===== config.mk =====
export PLATFORM = sky130hd
export DESIGN_NAME = id_redirect_ctrl
export DESIGN_NICKNAME = d
export VERILOG_FILES = /design/src/rtl/id_redirect_ctrl.sv
export SDC_FILE = /design/constraint.sdc
export NUM_CORES = 1
export LEC_CHECK = 0
export CORE_ASPECT_RATIO = 0.75
export CORE_MARGIN = 3
export CORE_UTILIZATION = 54
export DETAILED_ROUTE_END_ITERATION = 8
export MAX_ROUTING_LAYER = met4
export PLACE_DENSITY = 0.88
export SYNTH_ARGS = -nofsm -noshare
export SYNTH_HDL_FRONTEND = slang
export SYNTH_SLANG_ARGS = --single-unit

===== constraint.sdc =====
create_clock -name clk -period 6.55 [get_ports clk]
set_input_delay 0.655 -clock clk [delete_from_list [all_inputs] [get_ports clk]]
set_output_delay 0.655 -clock clk [all_outputs]
set_load 0.01 [all_outputs]

===== src/rtl/id_redirect_ctrl.sv =====
`default_nettype none
// ============================================================================
// Module   : id_redirect_ctrl
// Purpose  : IF/ID pipeline register, RV32I branch/jump resolution in ID and
//            hazard detection, driving btaken/EXE_in/stall back to fetch.
// Revision : 1.0 - initial release
// ============================================================================
module id_redirect_ctrl #(
    parameter int BW = 32
) (
    input  logic          clk,
    input  logic          rst,
    input  logic [BW-1:0] PC_in,
    input  logic [BW-1:0] Instruction_in,
    input  logic [BW-1:0] rs1_data,
    input  logic [BW-1:0] rs2_data,
    output logic          btaken,
    output logic [BW-1:0] EXE_in,
    output logic          stall,
    output logic [BW-1:0] ID_PC,
    output logic [BW-1:0] ID_Instruction,
    output logic          ID_valid
);

    localparam logic [6:0]    c_OP_LUI    = 7'b0110111;
    localparam logic [6:0]    c_OP_AUIPC  = 7'b0010111;
    localparam logic [6:0]    c_OP_JAL    = 7'b1101111;
    localparam logic [6:0]    c_OP_JALR   = 7'b1100111;
    localparam logic [6:0]    c_OP_BRANCH = 7'b1100011;
    localparam logic [6:0]    c_OP_LOAD   = 7'b0000011;
    localparam logic [6:0]    c_OP_STORE  = 7'b0100011;
    localparam logic [6:0]    c_OP_OPIMM  = 7'b0010011;
    localparam logic [6:0]    c_OP_OP     = 7'b0110011;
    localparam logic [BW-1:0] c_NOP       = 32'h00000013;

    // In-flight destination trackers for the EX and MEM stages
    logic [4:0] r_ex_rd;
    logic       r_ex_load;
    logic [4:0] r_mem_rd;

    // Field extraction from the ID instruction
    logic [6:0] w_opcode;
    logic [4:0] w_rd, w_rs1, w_rs2;
    logic [2:0] w_funct3;
    assign w_opcode = ID_Instruction[6:0];
    assign w_rd     = ID_Instruction[11:7];
    assign w_funct3 = ID_Instruction[14:12];
    assign w_rs1    = ID_Instruction[19:15];
    assign w_rs2    = ID_Instruction[24:20];

    logic w_is_lui, w_is_auipc, w_is_jal, w_is_jalr, w_is_branch;
    logic w_is_load, w_is_store, w_is_opimm, w_is_op;
    assign w_is_lui    = (w_opcode == c_OP_LUI);
    assign w_is_auipc  = (w_opcode == c_OP_AUIPC);
    assign w_is_jal    = (w_opcode == c_OP_JAL);
    assign w_is_jalr   = (w_opcode == c_OP_JALR);
    assign w_is_branch = (w_opcode == c_OP_BRANCH);
    assign w_is_load   = (w_opcode == c_OP_LOAD);
    assign w_is_store  = (w_opcode == c_OP_STORE);
    assign w_is_opimm  = (w_opcode == c_OP_OPIMM);
    assign w_is_op     = (w_opcode == c_OP_OP);

    logic w_writes, w_uses_rs1, w_uses_rs2;
    assign w_writes   = (w_is_lui | w_is_auipc | w_is_jal | w_is_jalr |
                         w_is_load | w_is_opimm | w_is_op) && (w_rd != 5'd0);
    assign w_uses_rs1 = w_is_jalr | w_is_branch | w_is_load | w_is_store |
                        w_is_opimm | w_is_op;
    assign w_uses_rs2 = w_is_branch | w_is_store | w_is_op;

    // x0 is excluded so a hard-wired zero never creates a dependency
    logic w_rs1_ex, w_rs2_ex, w_rs1_mem, w_rs2_mem;
    assign w_rs1_ex  = w_uses_rs1 && (w_rs1 != 5'd0) && (w_rs1 == r_ex_rd);
    assign w_rs2_ex  = w_uses_rs2 && (w_rs2 != 5'd0) && (w_rs2 == r_ex_rd);
    assign w_rs1_mem = w_uses_rs1 && (w_rs1 != 5'd0) && (w_rs1 == r_mem_rd);
    assign w_rs2_mem = w_uses_rs2 && (w_rs2 != 5'd0) && (w_rs2 == r_mem_rd);

    // Branch/JALR resolve in ID with no forwarding, so they wait out EX and MEM
    logic w_resolves, w_ctrl_hz, w_load_use, w_go;
    assign w_resolves = w_is_branch | w_is_jalr;
    assign w_ctrl_hz  = w_resolves && (w_rs1_ex | w_rs2_ex | w_rs1_mem | w_rs2_mem);
    assign w_load_use = !w_resolves && r_ex_load && (w_rs1_ex | w_rs2_ex);
    assign stall      = ID_valid && (w_ctrl_hz || w_load_use);
    assign w_go       = ID_valid && !stall;

    // Sign-extended immediates
    logic [BW-1:0] w_imm_i, w_imm_b, w_imm_j;
    assign w_imm_i = {{20{ID_Instruction[31]}}, ID_Instruction[31:20]};
    assign w_imm_b = {{19{ID_Instruction[31]}}, ID_Instruction[31], ID_Instruction[7],
                      ID_Instruction[30:25], ID_Instruction[11:8], 1'b0};
    assign w_imm_j = {{11{ID_Instruction[31]}}, ID_Instruction[31], ID_Instruction[19:12],
                      ID_Instruction[20], ID_Instruction[30:21], 1'b0};

    // Branch condition evaluation; funct3 010/011 are never taken
    logic w_cond;
    always_comb begin
        w_cond = 1'b0;
        case (w_funct3)
            3'b000:  w_cond = (rs1_data == rs2_data);
            3'b001:  w_cond = (rs1_data != rs2_data);
            3'b100:  w_cond = ($signed(rs1_data) <  $signed(rs2_data));
            3'b101:  w_cond = ($signed(rs1_data) >= $signed(rs2_data));
            3'b110:  w_cond = (rs1_data <  rs2_data);
            3'b111:  w_cond = (rs1_data >= rs2_data);
            default: w_cond = 1'b0;
        endcase
    end

    // Redirect target selection
    logic [BW-1:0] w_target;
    always_comb begin
        w_target = '0;
        if (w_is_jal)
            w_target = ID_PC + w_imm_j;
        else if (w_is_jalr)
            w_target = (rs1_data + w_imm_i) & {{(BW-1){1'b1}}, 1'b0};
        else
            w_target = ID_PC + w_imm_b;
    end

    logic w_take;
    assign w_take = w_go && (w_is_jal || w_is_jalr || (w_is_branch && w_cond));
    assign btaken = w_take;
    assign EXE_in = w_take ? w_target : '0;

    // Track destinations of instructions that left ID; bubbles carry rd=0
    always_ff @(posedge clk) begin
        if (rst) begin
            r_ex_rd   <= 5'd0;
            r_ex_load <= 1'b0;
            r_mem_rd  <= 5'd0;
        end else begin
            r_mem_rd  <= r_ex_rd;
            r_ex_rd   <= (w_go && w_writes) ? w_rd : 5'd0;
            r_ex_load <= w_go && w_writes && w_is_load;
        end
    end

    // IF/ID register: squash on redirect, hold on stall, otherwise advance
    always_ff @(posedge clk) begin
        if (rst) begin
            ID_PC          <= '0;
            ID_Instruction <= c_NOP;
            ID_valid       <= 1'b0;
        end else if (btaken) begin
            ID_Instruction <= c_NOP;
            ID_valid       <= 1'b0;
        end else if (!stall) begin
            ID_PC          <= PC_in;
            ID_Instruction <= Instruction_in;
            ID_valid       <= 1'b1;
        end
    end

endmodule
`default_nettype wire


# [Word level (Yosys, flattened, before mapping)]
# Index checks and enable logic that the tools add are counted.
[totals] in_bits=130 reg_bits=76 word_cells=84 out_inout_bits=99
[classes] mux=4 addsub=3 n_eq_ne=20 magnitude_cmp=4 bitwise=19 n_reduce_logical=28
[op_table] cell="$add A32 B32 Y32" count=3
[op_table] cell="$mux W32" count=3
[op_table] cell="$ge A32 B32 Y1" count=2
[op_table] cell="$lt A32 B32 Y1" count=2
[op_table] cell="$eq A32 B32 Y1" count=1
[op_table] cell="$ne A32 B32 Y1" count=1
[op_table] cell="$eq A7 B6 Y1 const B" count=3
[op_table] cell="$eq A7 B7 Y1 const B" count=3
[op_table] cell="$eq A5 B5 Y1" count=4
[op_table] cell="$logic_and A1 B1 Y1" count=16
[op_table] cell="$or A1 B1 Y1" count=16
[op_table] cell="$reduce_bool A5 Y1" count=3
[op_table] cell="$eq A7 B5 Y1 const B" count=2
[op_table] cell="$eq A3 B3 Y1 const B" count=4
[op_table] cell="$eq A7 B2 Y1 const B" count=1
[op_table] cell="$pmux W1 S6" count=1
[op_table] cell="$reduce_or A2 Y1" count=2
[op_table] cell="$eq A3 B1 Y1 const B" count=1
[op_table] cell="$logic_not A3 Y1" count=1
[op_table] cell="$logic_or A1 B1 Y1" count=3
[op_table] cell="$not A1 Y1" count=3
[op_table] cell="$logic_not A1 Y1" count=2
[op_table] cell="$reduce_and A2 Y1" count=1

# [Logic depth before layout (Yosys ltp)]
[depth] word_depth=19 mapped_depth=13 mapped_depth_nobuf=12

# [Worst setup path before layout]
# Ideal clock, no wire load.
[synth_path] path_type="reg-to-output" from="register ID_Instruction[31]" to="output port EXE_in[30]" setup_slack_ns=2.301 arrival_ns=3.594 path_buffers=1 stages_incl_launch_ff=12 path_cell_list="dfxtp_1 ha_1 clkbuf_1 a21o_1 a21o_1 a2111oi_0 o31ai_1 a21o_1 a31oi_1 xnor2_1 o21ai_0 a31oi_1"
[synth_between] elab_chain_cells=4 elab_cells_between_ends=6
[synth_lines] element="from (decl)" line_no="21" source="output logic [BW-1:0] ID_Instruction,"
[synth_lines] element="from (signal assigned)" line_no="142" source="ID_Instruction <= c_NOP;"
[synth_lines] element="from (signal assigned)" line_no="145" source="ID_Instruction <= c_NOP;"
[synth_lines] element="from (signal assigned)" line_no="149" source="ID_Instruction <= Instruction_in;"
[synth_lines] element="$add A32 B32 Y32 (on tied branches)" line_no="117, 115"
[synth_lines] element="$mux W32" line_no="114" source="else if (w_is_jalr)"
[synth_lines] element="$mux W32 (*)" line_no="112" source="if (w_is_jal)"
[synth_lines] element="$mux W32 (*)" line_no="123" source="assign EXE_in = w_take ? w_target : '0;"
[synth_lines] element="to (decl)" line_no="18" source="output logic [BW-1:0] EXE_in,"
# Every way passes the cells marked *; elsewhere a longest branch is shown, timed or not.

# [Worst setup path after layout]
[layout_path] from="register ID_Instruction[31]" to="output port EXE_in[28]"
# The elaborated chain is that of the path after synthesis.

==> impl_results.md <==
* Psw at slightly below 600 uW
* Leakage at slightly above 5 nW
* Share of cells above drive strength 1 at 3.47%
* Vias per cell at 6.16
* CTS tree: yes
* Clock share of power at roughly a third
* GRT Overall Usage at 35.1%
* Most common cell in the netlist: nor2_1
* Sequential share of power at about a third
* Die Wd at roughly 150 um
* Routed vias at around 9.4k
* # clock sinks at 76
* Post-Synthesis Cells at between 1k and 1.5k
* Top achievable clock speed at 0.178 GHz
* CP Launch Type: flip-flop
* Maximum VDD drop at between 0.15 and 0.2 mV
* Combinational share of power at 36.2%
* Area leader, netlist: dfxtp_1
* Synth Cell Area at about 8500 um^2
* Die height at between 100 and 150 um
* Largest net degree at the start of global routing at 40
* Top cells by count, synth: nor2_1, ha_1, a21oi_1
* Antenna viol nets, final at 0
* Worst EP arrival at about 5.0 ns
* Synth warn at 0
* Setup crit end kind: output port
* I/O Buffers at roughly 230
* Number of global-route vias before repair at 8604
* Detailed placer's ending HPWL at approximately 24000 um
* Setup TNS at 0 ns
* Synth-to-layout area growth at 32.7%
* CP Data Required Time at between 5 and 6 ns
* Number of top-level pins at about 230
* Post-CTS setup repair buffer count at 0
* Post-synth EDFFs at 0
* Post-synth top flop: dfxtp_1
* Clock Latency Late Sink at 0.35 ns
* Syn avg cell area at between 7 and 8 um^2
* Initial DRT Pass Iterations at 5
* CTS Buf Count at 9
* Die area at approximately 17000 um^2
* # DRC at 0
* Antenna violations before repair at 0
* Max Slew Vio Count at 0
* Num rows at 39
* H-tree Lvls at 3
* Initial Util at roughly 56%
* Switching share of power at a little over a third
* WL per Instance at about 20 um
* Starting DRT DRC Count at 975
* Crit Path Class: flip-flop to output port
* Nets at 1557
* Outcome: finished, final reports clean
* Cts hold-fix bufs at 0
* First-pass GRT wire length at 46300 um
* Worst Tran Pin Value at approximately 1 ns
* Core Area at 15300 um^2
* RSZ-0062 raised after global routing: false
* Final Util at around three quarters
* Final-report hold violation count at 0
* Reg clk slew, reported paths at around 0.060 ns
* Asr flop ratio synth at 0%
* Worst min path class: flip-flop to flip-flop
* CTS root buffer: clkbuf_16
* Top cells by area, synth: dfxtp_1, ha_1, mux2i_1, xnor2_1, a21oi_1
* Post-cts repair resize count at 0
* FF+latch count, synth at 76
* Final wirelength at ~31000 um
* Slew headroom at about 30%
* Top-area cell type share of the netlist area at 17.9%
* Skew final at 0.00938 ns
* Seq/Total Area, Yosys at roughly 18%
* Routability congestion estimate at approximately 1
* P per Cell Area at roughly 150 nW/um^2
* Final critical-path share of the clock period at between 80% and 90%
* Crit path max fanout at 18
* Final setup viols at 0
* Reg2Reg Setup Slack at roughly 2.6 ns
* Clk buf depth at 2
* Fin crit period at about 5.6 ns
* Pint at roughly 1.1 mW
* Max Cap Violations at 0
* Yosys cell types at 69
* Overflow after GRT at 0
* Syn_nets at about 1.3k
## layout by cell type (no fill, tap or decap), drive strengths merged, types with 17 or more instances in the layout
cell,instances
clkdlybuf4s50,228
nor2,113
ha,105
a21oi,91
dfxtp,76
nand2,71
mux2i,64
inv,63
o21ai,56
xnor2,55
xor2,31
a21o,31
nand3,29
nor3,28
a211oi,27
a31oi,23
and3,17
## registers in the layout, summed over array words and instances, names as in the netlist
name / count
ID_Instruction: 32
ID_PC: 32
ID_valid: 1
r_ex_load: 1
r_ex_rd: 5
r_mem_rd: 5
## worst paths after layout
path / to / cells past startpoint / start
max: EXE_in[28] / 11 / ID_Instruction[31]
min reg2reg: r_mem_rd[4] / 1 / r_ex_rd[4]
min: r_mem_rd[4] / 1 / r_ex_rd[4]
max reg2reg: ID_Instruction[17] / 11 / ID_Instruction[21]
## final cells by class
| type | instances | area (um^2) |
|---|---|---|
| Fill cell | 1216 | 4010 |
| Sequential cell | 76 | 1520 |
| Clock buffer | 10 | 239 |
| Clock inverter | 6 | 68.8 |
| Multi-Input combinational cell | 933 | 6640 |
| Tap cell | 205 | 256 |
| Timing Repair Buffer | 238 | 2360 |
| Antenna cell | 1 | 2.50 |
| Inverter | 61 | 229 |
## routing by layer
metal  up-vias  global-route usage [%]  wire [um]
met2       444                    49.7      12500
met1      4418                    50.8      14600
met5         -                       -          0
met3        32                    8.39       3160
li1       4529                       -          -
met4         0                    7.07        385
## cell families (layout without fill, tap and decap cells)
family | count (synthesis) | count (layout) | synth area share (%)
xor gates and xnor gates | 86 | 86 | 8.84
adders and majority gates | 108 | 108 | 16.1
AOI/OAI and AO/OA | 328 | 328 | 25.3
and+or+nand+nor | 346 | 346 | 19.6
muxes | 65 | 65 | 7.65
DFF | 76 | 76 | 17.9
buffers and inverters | 99 | 315 | 4.62
other | 0 | 1 | 0
## per-stage QoR
stage | power (mW) | std cells | worst slack [ns] | hold slack (ns) | instance area [um^2]
3_3_place_gp | 1.11 | 1513 | 1.07 | 0.495 | 11000
4_1_cts | 1.66 | 1529 | 0.976 | 0.512 | 11300
2_1_floorplan | 0.886 | 1108 | 2.30 | 0.483 | 8520
6_report | 1.67 | 1530 | 0.922 | 0.512 | 11300
5_1_grt | 1.74 | 1529 | 0.728 | 0.527 | 11300
3_5_place_dp | 1.12 | 1513 | 0.993 | 0.503 | 11000
## power by group through the flow
stage	sequential, mW	combinational, mW	clock (mW)
global placement	0.536	0.577	0
CTS	0.527	0.592	0.540
detailed placement	0.536	0.586	0
finish	0.529	0.605	0.537
global route	0.531	0.658	0.555
floorplan	0.531	0.355	0
## critical path, stage by stage (launching register included)
cell and delay, ns:
dfxtp_1 0.92, ha_1 0.52, a21o_1 0.27, a21o_1 0.20, a2111oi_0 0.90, o31ai_1 0.26
a21o_1 0.21, a31oi_1 0.28, xnor2_1 0.18, a32oi_1 0.07, a21oi_1 0.21, clkdlybuf4s50_1 0.59
Note: power is estimated with default switching activity, not from simulation.
